`config.mk`:
```
export PLATFORM = sky130hd
export DESIGN_NAME = sram_read_sequencer
export DESIGN_NICKNAME = d
export VERILOG_FILES = /design/src/rtl/sram_seq_pkg.sv /design/src/rtl/sram_read_sequencer.sv
export SDC_FILE = /design/constraint.sdc
export NUM_CORES = 1
export LEC_CHECK = 0
export BUFFER_PORTS_ARGS = -buffer_cell sky130_fd_sc_hd__buf_2
export CORE_AREA = 5 5 219 221
export DETAILED_ROUTE_END_ITERATION = 16
export DIE_AREA = 0 0 224 226
export HOLD_SLACK_MARGIN = 0.06
export PLACE_DENSITY = 0.49
export SLEW_MARGIN = 10
export SYNTH_ARGS = -nofsm -noshare
export SYNTH_HDL_FRONTEND = slang
export SYNTH_SLANG_ARGS = --single-unit
```
`constraint.sdc`:
```
create_clock -name clk -period 5.9 [get_ports clk]
set_input_delay 0.59 -clock clk [delete_from_list [all_inputs] [get_ports clk]]
set_output_delay 0.59 -clock clk [all_outputs]
set_load 0.005 [all_outputs]
```
`src/rtl/sram_seq_pkg.sv`:
```
// Shared types and sizing for the SRAM read sequencer.
package sram_seq_pkg;
  localparam int NUM_BANKS = 4;
  localparam int ADDR_W    = 10;
  localparam int DATA_W    = 64;
  localparam int MAX_WORDS = 1024;

  typedef enum logic [2:0] {IDLE, ISSUE, WAIT, HOLD, FIN} seq_state_t;

  typedef struct packed {
    logic [NUM_BANKS-1:0][DATA_W-1:0] data;
    logic                             last;
  } rd_beat_t;
endpackage

```
`src/rtl/sram_read_sequencer.sv`:
```
// Walks an address range over the 4-bank buffer, one outstanding read at a time,
// and hands each captured word set downstream as a valid/ready beat.
module sram_read_sequencer
  import sram_seq_pkg::*;
#(
  parameter int ADDR_W = 10,
  parameter int DATA_W = 64,
  parameter int RD_LAT = 6
) (
  input  logic              clk,
  input  logic              n_rst,
  input  logic              start,
  input  logic              abort,
  input  logic [ADDR_W-1:0] base_addr,
  input  logic [ADDR_W:0]   num_words,
  input  logic [3:0]        bank_mask,
  output logic              ren,
  output logic              wen,
  output logic [ADDR_W-1:0] addr,
  output logic [3:0]        chip_select,
  input  logic [DATA_W-1:0] read_data0,
  input  logic [DATA_W-1:0] read_data1,
  input  logic [DATA_W-1:0] read_data2,
  input  logic [DATA_W-1:0] read_data3,
  output logic              out_valid,
  input  logic              out_ready,
  output logic [DATA_W-1:0] out_data0,
  output logic [DATA_W-1:0] out_data1,
  output logic [DATA_W-1:0] out_data2,
  output logic [DATA_W-1:0] out_data3,
  output logic              out_last,
  output logic              busy,
  output logic              done,
  output logic              err
);
  localparam int              CNT_W     = $clog2(RD_LAT);
  localparam logic [ADDR_W:0] NW_ONE    = 'd1;
  localparam logic [ADDR_W:0] WORDS_MAX = {1'b1, {ADDR_W{1'b0}}};
  localparam logic [CNT_W-1:0] LAT_LOAD = CNT_W'(RD_LAT - 1);
  localparam logic [CNT_W-1:0] CNT_ONE  = 'd1;

  seq_state_t                       state_q, state_d;
  logic [ADDR_W-1:0]                base_q, base_d;
  logic [ADDR_W:0]                  num_q, num_d;
  logic [ADDR_W:0]                  idx_q, idx_d;
  logic [3:0]                       mask_q, mask_d;
  logic [CNT_W-1:0]                 lat_q, lat_d;
  logic [NUM_BANKS-1:0][DATA_W-1:0] hold_q, hold_d;
  logic [NUM_BANKS-1:0][DATA_W-1:0] rd_data;
  logic                             ren_q, ren_d;
  logic [ADDR_W-1:0]                addr_q, addr_d;
  logic [3:0]                       cs_q, cs_d;
  logic                             err_q, err_d;
  logic                             is_last;
  rd_beat_t                         beat;

  assign rd_data = {read_data3, read_data2, read_data1, read_data0};
  assign is_last = (idx_q == num_q - NW_ONE);

  always_comb begin
    state_d = state_q;
    base_d  = base_q;
    num_d   = num_q;
    idx_d   = idx_q;
    mask_d  = mask_q;
    lat_d   = lat_q;
    hold_d  = hold_q;
    err_d   = 1'b0;
    unique case (state_q)
      IDLE: if (start && !abort) begin
        if (num_words == '0 || num_words > WORDS_MAX || bank_mask == 4'b0) begin
          err_d = 1'b1;
        end else begin
          base_d  = base_addr;
          num_d   = num_words;
          mask_d  = bank_mask;
          idx_d   = '0;
          state_d = ISSUE;
        end
      end
      ISSUE: begin
        lat_d   = LAT_LOAD;
        state_d = WAIT;
      end
      WAIT: if (lat_q == '0) begin
        // Unselected banks drive don't-care data; zero them so the feeder never sees it.
        for (int b = 0; b < NUM_BANKS; b++) hold_d[b] = mask_q[b] ? rd_data[b] : '0;
        state_d = HOLD;
      end else begin
        lat_d = lat_q - CNT_ONE;
      end
      HOLD: if (out_ready) begin
        if (is_last) begin
          state_d = FIN;
        end else begin
          idx_d   = idx_q + NW_ONE;
          state_d = ISSUE;
        end
      end
      FIN:     state_d = IDLE;
      default: state_d = IDLE;
    endcase
    if (abort && state_q != IDLE) state_d = IDLE;

    // Command outputs are registered, so they are set up on the edge entering ISSUE.
    ren_d  = (state_d == ISSUE);
    cs_d   = ren_d ? mask_d : 4'b0;
    addr_d = ren_d ? base_d + idx_d[ADDR_W-1:0] : addr_q;
  end

  always_ff @(posedge clk or negedge n_rst) begin
    if (!n_rst) begin
      state_q <= IDLE;
      base_q  <= '0;
      num_q   <= '0;
      idx_q   <= '0;
      mask_q  <= '0;
      lat_q   <= '0;
      hold_q  <= '0;
      ren_q   <= 1'b0;
      addr_q  <= '0;
      cs_q    <= '0;
      err_q   <= 1'b0;
    end else begin
      state_q <= state_d;
      base_q  <= base_d;
      num_q   <= num_d;
      idx_q   <= idx_d;
      mask_q  <= mask_d;
      lat_q   <= lat_d;
      hold_q  <= hold_d;
      ren_q   <= ren_d;
      addr_q  <= addr_d;
      cs_q    <= cs_d;
      err_q   <= err_d;
    end
  end

  assign beat.data = hold_q;
  assign beat.last = (state_q == HOLD) && is_last;

  assign ren         = ren_q;
  assign wen         = 1'b0;
  assign addr        = addr_q;
  assign chip_select = cs_q;
  assign out_valid   = (state_q == HOLD);
  assign out_last    = beat.last;
  assign out_data0   = beat.data[0];
  assign out_data1   = beat.data[1];
  assign out_data2   = beat.data[2];
  assign out_data3   = beat.data[3];
  assign busy        = (state_q != IDLE);
  assign done        = (state_q == FIN);
  assign err         = err_q;
endmodule

```
# Word level (Yosys, flattened, before mapping)
# Cells that the tools add are included.
# totals
ff_bits	314
latchBits	0
mem_bits_rw	0
rom_bits	0
inputBits	286
n_memories	0
# classes
n_addsub	4
mul	0
div	0
order_cmp	1
n_eq_ne	11
shifts	0
muxes	28
bitwise	1
reduce_logical	17
# op_table
operator	count
$mux W64	4
$mux W11	4
$mux W10	3
$pmux W11 S2	1
$mux W3	7
$mux W4	4
$pmux W3 S4	1
$add A11 B1 Y11 const B	1
$eq A11 B11 Y1	1
$gt A11 B11 Y1 const B	1
$logic_not A11 Y1	1
$sub A11 B1 Y11 const B	1
$add A10 B10 Y10	1
$ne A2 B2 Y1 const B	4
$eq A3 B1 Y1 const B	2
$eq A3 B2 Y1 const B	2
$logic_not A3 Y1	2
$pmux W3 S2	1
$reduce_and A5 Y1	1
$logic_not A4 Y1	1
$reduce_and A2 Y1	2
$reduce_bool A2 Y1	2
$eq A3 B3 Y1 const B	1
$logic_and A1 B1 Y1	3
other kinds (8)	11

# Depth between registers and ports, before layout
# logic_depth
word_depth	9
depth_mapped	20
mapped_depth_nobuf	20

# Least setup slack after synthesis
# OpenSTA, ideal clock, no wires.
# synth_path
path_type	input to register
start	in num_words[5]
end	reg addr_q[9], in the netlist addr[9]
arrival_time_ps	3952
required_ps	5781
path_slack_ps	1829
path_stages	18
path_buffers	3
cell_sequence	nor4_1 nand3_1 xor2_1 and3_1 buf_2 buf_2 buf_1 mux2i_1 inv_1 ha_1 a21oi_1 nor2b_1 o31a_1 o41ai_1 o21ai_0 xor2_1 xnor2_1 o21ai_2
# synth_between
elab_cells_between_ends	16
classes_between	add/sub: 1; order compare: 1; eq/ne: 1; mux: 10; reduce/logical: 3
# synth_lines
element	line_no	source
from (decl)	sram_read_sequencer.sv:15	input logic [ADDR_W:0] num_words,
$gt A11 B11 Y1 or $logic_not A11 Y1 (tied branches)	sram_read_sequencer.sv:71	if (num_words == '0 || num_words > WORDS_MAX || bank_mask == 4'b0) begin
$logic_or A1 B1 Y1 * (2 in a row)	sram_read_sequencer.sv:71	
$mux W10 *	sram_read_sequencer.sv:71	
$mux W10 *	sram_read_sequencer.sv:70	IDLE: if (start && !abort) begin
$mux W10 *	sram_read_sequencer.sv:69	unique case (state_q)
named net base_d[1]	sram_read_sequencer.sv:43	logic [ADDR_W-1:0] base_q, base_d;
$add A10 B10 Y10 *	sram_read_sequencer.sv:108	addr_d = ren_d ? base_d + idx_d[ADDR_W-1:0] : addr_q;
to (signal assigned)	sram_read_sequencer.sv:133	addr_q <= addr_d;
to (decl)	sram_read_sequencer.sv:51	logic [ADDR_W-1:0] addr_q, addr_d;
# Mark *: on every way through the listed nets, which the timed path passes. The rest lies on a longest branch. The select of a mux whose other input is x is not followed.
# A chain may end at the register's enable or synchronous reset.

# Worst setup path after layout
# layout_path
start	reg num_q[2]
end	reg addr_q[9], in the netlist addr[9]
# layout_between
elab_cells_between_ends	11
classes_between	add/sub: 2; eq/ne: 2; mux: 7
# layout_lines
element	line_no	source
from (decl)	sram_read_sequencer.sv:44	logic [ADDR_W:0] num_q, num_d;
from (signal assigned)	sram_read_sequencer.sv:127	num_q <= num_d;
$sub A11 B1 Y11	sram_read_sequencer.sv:58	assign is_last = (idx_q == num_q - NW_ONE);
$eq A11 B11 Y1	sram_read_sequencer.sv:58	
$mux W11	sram_read_sequencer.sv:93	if (is_last) begin
$mux W11	sram_read_sequencer.sv:92	HOLD: if (out_ready) begin
$pmux W11 S2	sram_read_sequencer.sv:69	
named net idx_d[2]	sram_read_sequencer.sv:45	logic [ADDR_W:0] idx_q, idx_d;
$add A10 B10 Y10	sram_read_sequencer.sv:108	
# The timed path passes the listed nets, and every way through them passes these cells. The select of a mux whose other input is x is not followed.

==> metrics.yaml <==
status: "finished, final reports clean"
layout_common_cells: "buf_2, nand2_1, dfrtp_1"
gr-usage-met2: 0.297
avgRoutedWirePerCell_um: 18.6
first_iter_violations: 811
gr-usage-met1: 0.228
p_per_area_nw_per_um2: 471
drtAntennaViolNets: 0
worstHoldPathCells: 3
nNetsFinal: 2245
critical_path_required_ns: 6.31
worstPathArrival_ns: 4.90
antenna_found_initial: 11
cts_max_level: 2
die_y_um: 226
initial_core_util: 0.287
placedCellCount: 2510
io_buffers: 561
synth_nets: 1725
layout_commonest_cell: "buf_2"
core_region_area_um2: 46000
grt.busiest_layer: "met2"
use_met3: 0.0595
rsz0062_at_grt: "false"
grt_max_degree: 158
path_clk_slew_ns: 0.06
cts.sinks: 314
die_w_um: 224
ys_seq_area_frac: 0.595
numCtsBuffers: 39
hold_path_end: "out_data2[19]"
period_share: 0.761
crit_family: "compound AO/OA/AOI/OAI gates"
synth_top_area_share: 0.595
cts_setup_buffers: 0
synthFlopType: "dfrtp_1"
setup_tns_ns: 0
synth_area_per_cell_um2: 9.26
slew_headroom: 0.315
cts-hold-fix-buffers: 1
synthCells: 1425
r2r_setup_slack_ns: 1.41
tritoncts: "yes"
ys_warn_count: 0
hpwl_um: 34000
finalPower_mw: 8.39
r2r-end: "addr[9]"
critPathMaxStageDelay_ns: 0.60
reg2reg_from: "num_q[2]"
routed_wirelength_um: 48000
final_cell_count_no_fill: 2584
worstSkewPairLatency_ns: 0.54
worst-path-stages: 16
cts_buffer_depth: 3
ff2ff_path_depth: 16
syn2layout_area_growth_pct: 35.1
io_pins: 563
ys_seq_elements: 314
worst_setup_path_start_kind: "register"
async_flop_share: 1.00
critPathCaptureType: "register"
crit_buf_inv: 0
avgViaCountPerCell: 4.63
grt_pass1_vias: 12058
synth_edf_count: 0
grt_util_all_layers: 0.180
cts_root_buffer: "clkbuf_16"
period_minus_slack_ns: 4.49
hold_path.startpoint: "read_data2[19]"
crit_slowest_cell: "or4_4"
slew_violations: 0
hold_viol_final: 0
drive_gt1_frac: 0.339
ys_types: 56
yosys-top-cells-area: "dfrtp_1, nand2_1, nand3_1"
fin_worst_skew_ns: 0.0173
cp_max_fo: 8
syn-cell-area_um2: 13200
vias: 11976
dr.pass1.iters: 4
worst_pin_slew_ns: 1.03
synth_top_area_cell: "dfrtp_1"
grt-ovfl-total: 0
leakagePower_nw: 8.97
drc: 0
die-area_um2: 50600
setup_viol: 0
maxCapViolCount: 0
rows: 79
holdCritPathClass: "in2reg"
crit_type: "reg2reg"
max_freq_ghz: 0.223
irDropWorstVdd_uv: 233
cts_resized: 0
grt_pass1_wl_um: 72500
gp_congestion: 0.864
worstPathCellList: "or4_4 -> nor4_4 -> xnor2_1 -> a211oi_2 -> a21oi_1 -> and2_1 -> nand2_1 -> o21ai_0 -> ha_1 -> nor2b_1 -> o31a_1 -> o41ai_1 -> o21ai_0 -> xor2_1 -> xnor2_1 -> o21ai_2"
-- per-stage QoR --
stage	setup WS (ns)	utilization	hold slack, ns	area [um^2]
4_1_cts	1.44	0.388	0.230	17800
2_1_floorplan	1.83	-	0.294	13200
3_3_place_gp	1.44	0.360	0.445	16500
6_report	1.41	0.388	0.274	17800
3_5_place_dp	1.39	0.360	0.450	16500
5_1_grt	1.18	0.388	0.257	17800
-- worst register-to-register path, cell delays in order, from the launching register on --
cell and delay, ns:
dfrtp_1 0.44, or4_4 0.60, nor4_4 0.23, xnor2_1 0.16, a211oi_2 0.09, a21oi_1 0.41
and2_1 0.24, nand2_1 0.06, o21ai_0 0.26, ha_1 0.33, nor2b_1 0.17, o31a_1 0.27
o41ai_1 0.44, o21ai_0 0.21, xor2_1 0.18, xnor2_1 0.19, o21ai_2 0.06
-- layout make-up --
cell class,count,area (um^2)
Fill cell,4728,28100
Timing Repair Buffer,574,2970
Antenna cell,6,15.0
Sequential cell,314,7860
Multi-Input combinational cell,1001,4910
Clock inverter,9,103
Inverter,15,56.3
Clock buffer,58,1150
Tap cell,607,759
-- cells by family after synthesis --
| family | Yosys count | synth area share |
|---|---|---|
| DFF | 314 | 0.595 |
| AOI/OAI and AO/OA | 68 | 0.0339 |
| buffers and inverters | 110 | 0.0330 |
| muxes | 25 | 0.0221 |
| adders and majority gates | 14 | 0.0138 |
| xor gates and xnor gates | 26 | 0.0173 |
| and+or+nand+nor | 867 | 0.284 |
| other | 1 | 0.000284 |
-- cells in the mapped netlist (2+ instances only) --
cell type and instances:
a211oi_2 2, a21o_1 5, a21oi_1 11, a31oi_1 5, and2_1 2, and2b_1 4
and3_1 2, buf_2 3, buf_6 2, clkbuf_1 88, dfrtp_1 314, ha_1 13
inv_1 14, mux2_2 23, nand2_1 539, nand2b_1 5, nand3_1 260, nand4_1 4
nor2_1 16, nor2b_1 7, nor3_1 6, nor4_1 6, nor4b_1 2, o211ai_1 3
o21ai_0 25, o21ai_2 2, o22ai_1 2, o31a_1 2, o31ai_1 2, o41ai_1 2
or3_1 4, or4_1 2, xnor2_1 17, xor2_1 9
-- worst max-delay path by stage --
stage	endpoint	start
after CTS	addr[9]	num_q[2]
after global routing	addr[9]	num_q[0]
after detailed placement	addr[9]	num_words[5]
after global placement	addr[9]	num_words[5]
final	addr[9]	num_q[2]
after floorplan	addr[9]	num_words[5]
-- power breakdown --
part,leakage [nW],internal [mW],switching (mW)
combinational,4.91,1.06,1.44
sequential,3.44,3.06,0.489
clock,0.618,1.43,0.922
-- state kept, by name (all words and copies together), names as in the netlist --
| name | cells |
|---|---|
| out_data0 | 64 |
| out_data1 | 64 |
| out_data2 | 64 |
| out_data3 | 64 |
| idx_q | 11 |
| num_q | 11 |
| addr | 10 |
| base_q | 10 |
| chip_select | 4 |
| mask_q | 4 |
| lat_q | 3 |
| state_q | 3 |
| err | 1 |
| ren | 1 |
-- layer usage --
| layer | part of all wire | vias to the layer above |
|---|---|---|
| met5 | 0.0013 | - |
| met1 | 0.41 | 5746 |
| li1 | - | 5731 |
| met3 | 0.083 | 80 |
| met4 | 0.021 | 10 |
| met2 | 0.48 | 409 |
No activity file was read; power rests on OpenSTA's default activity.
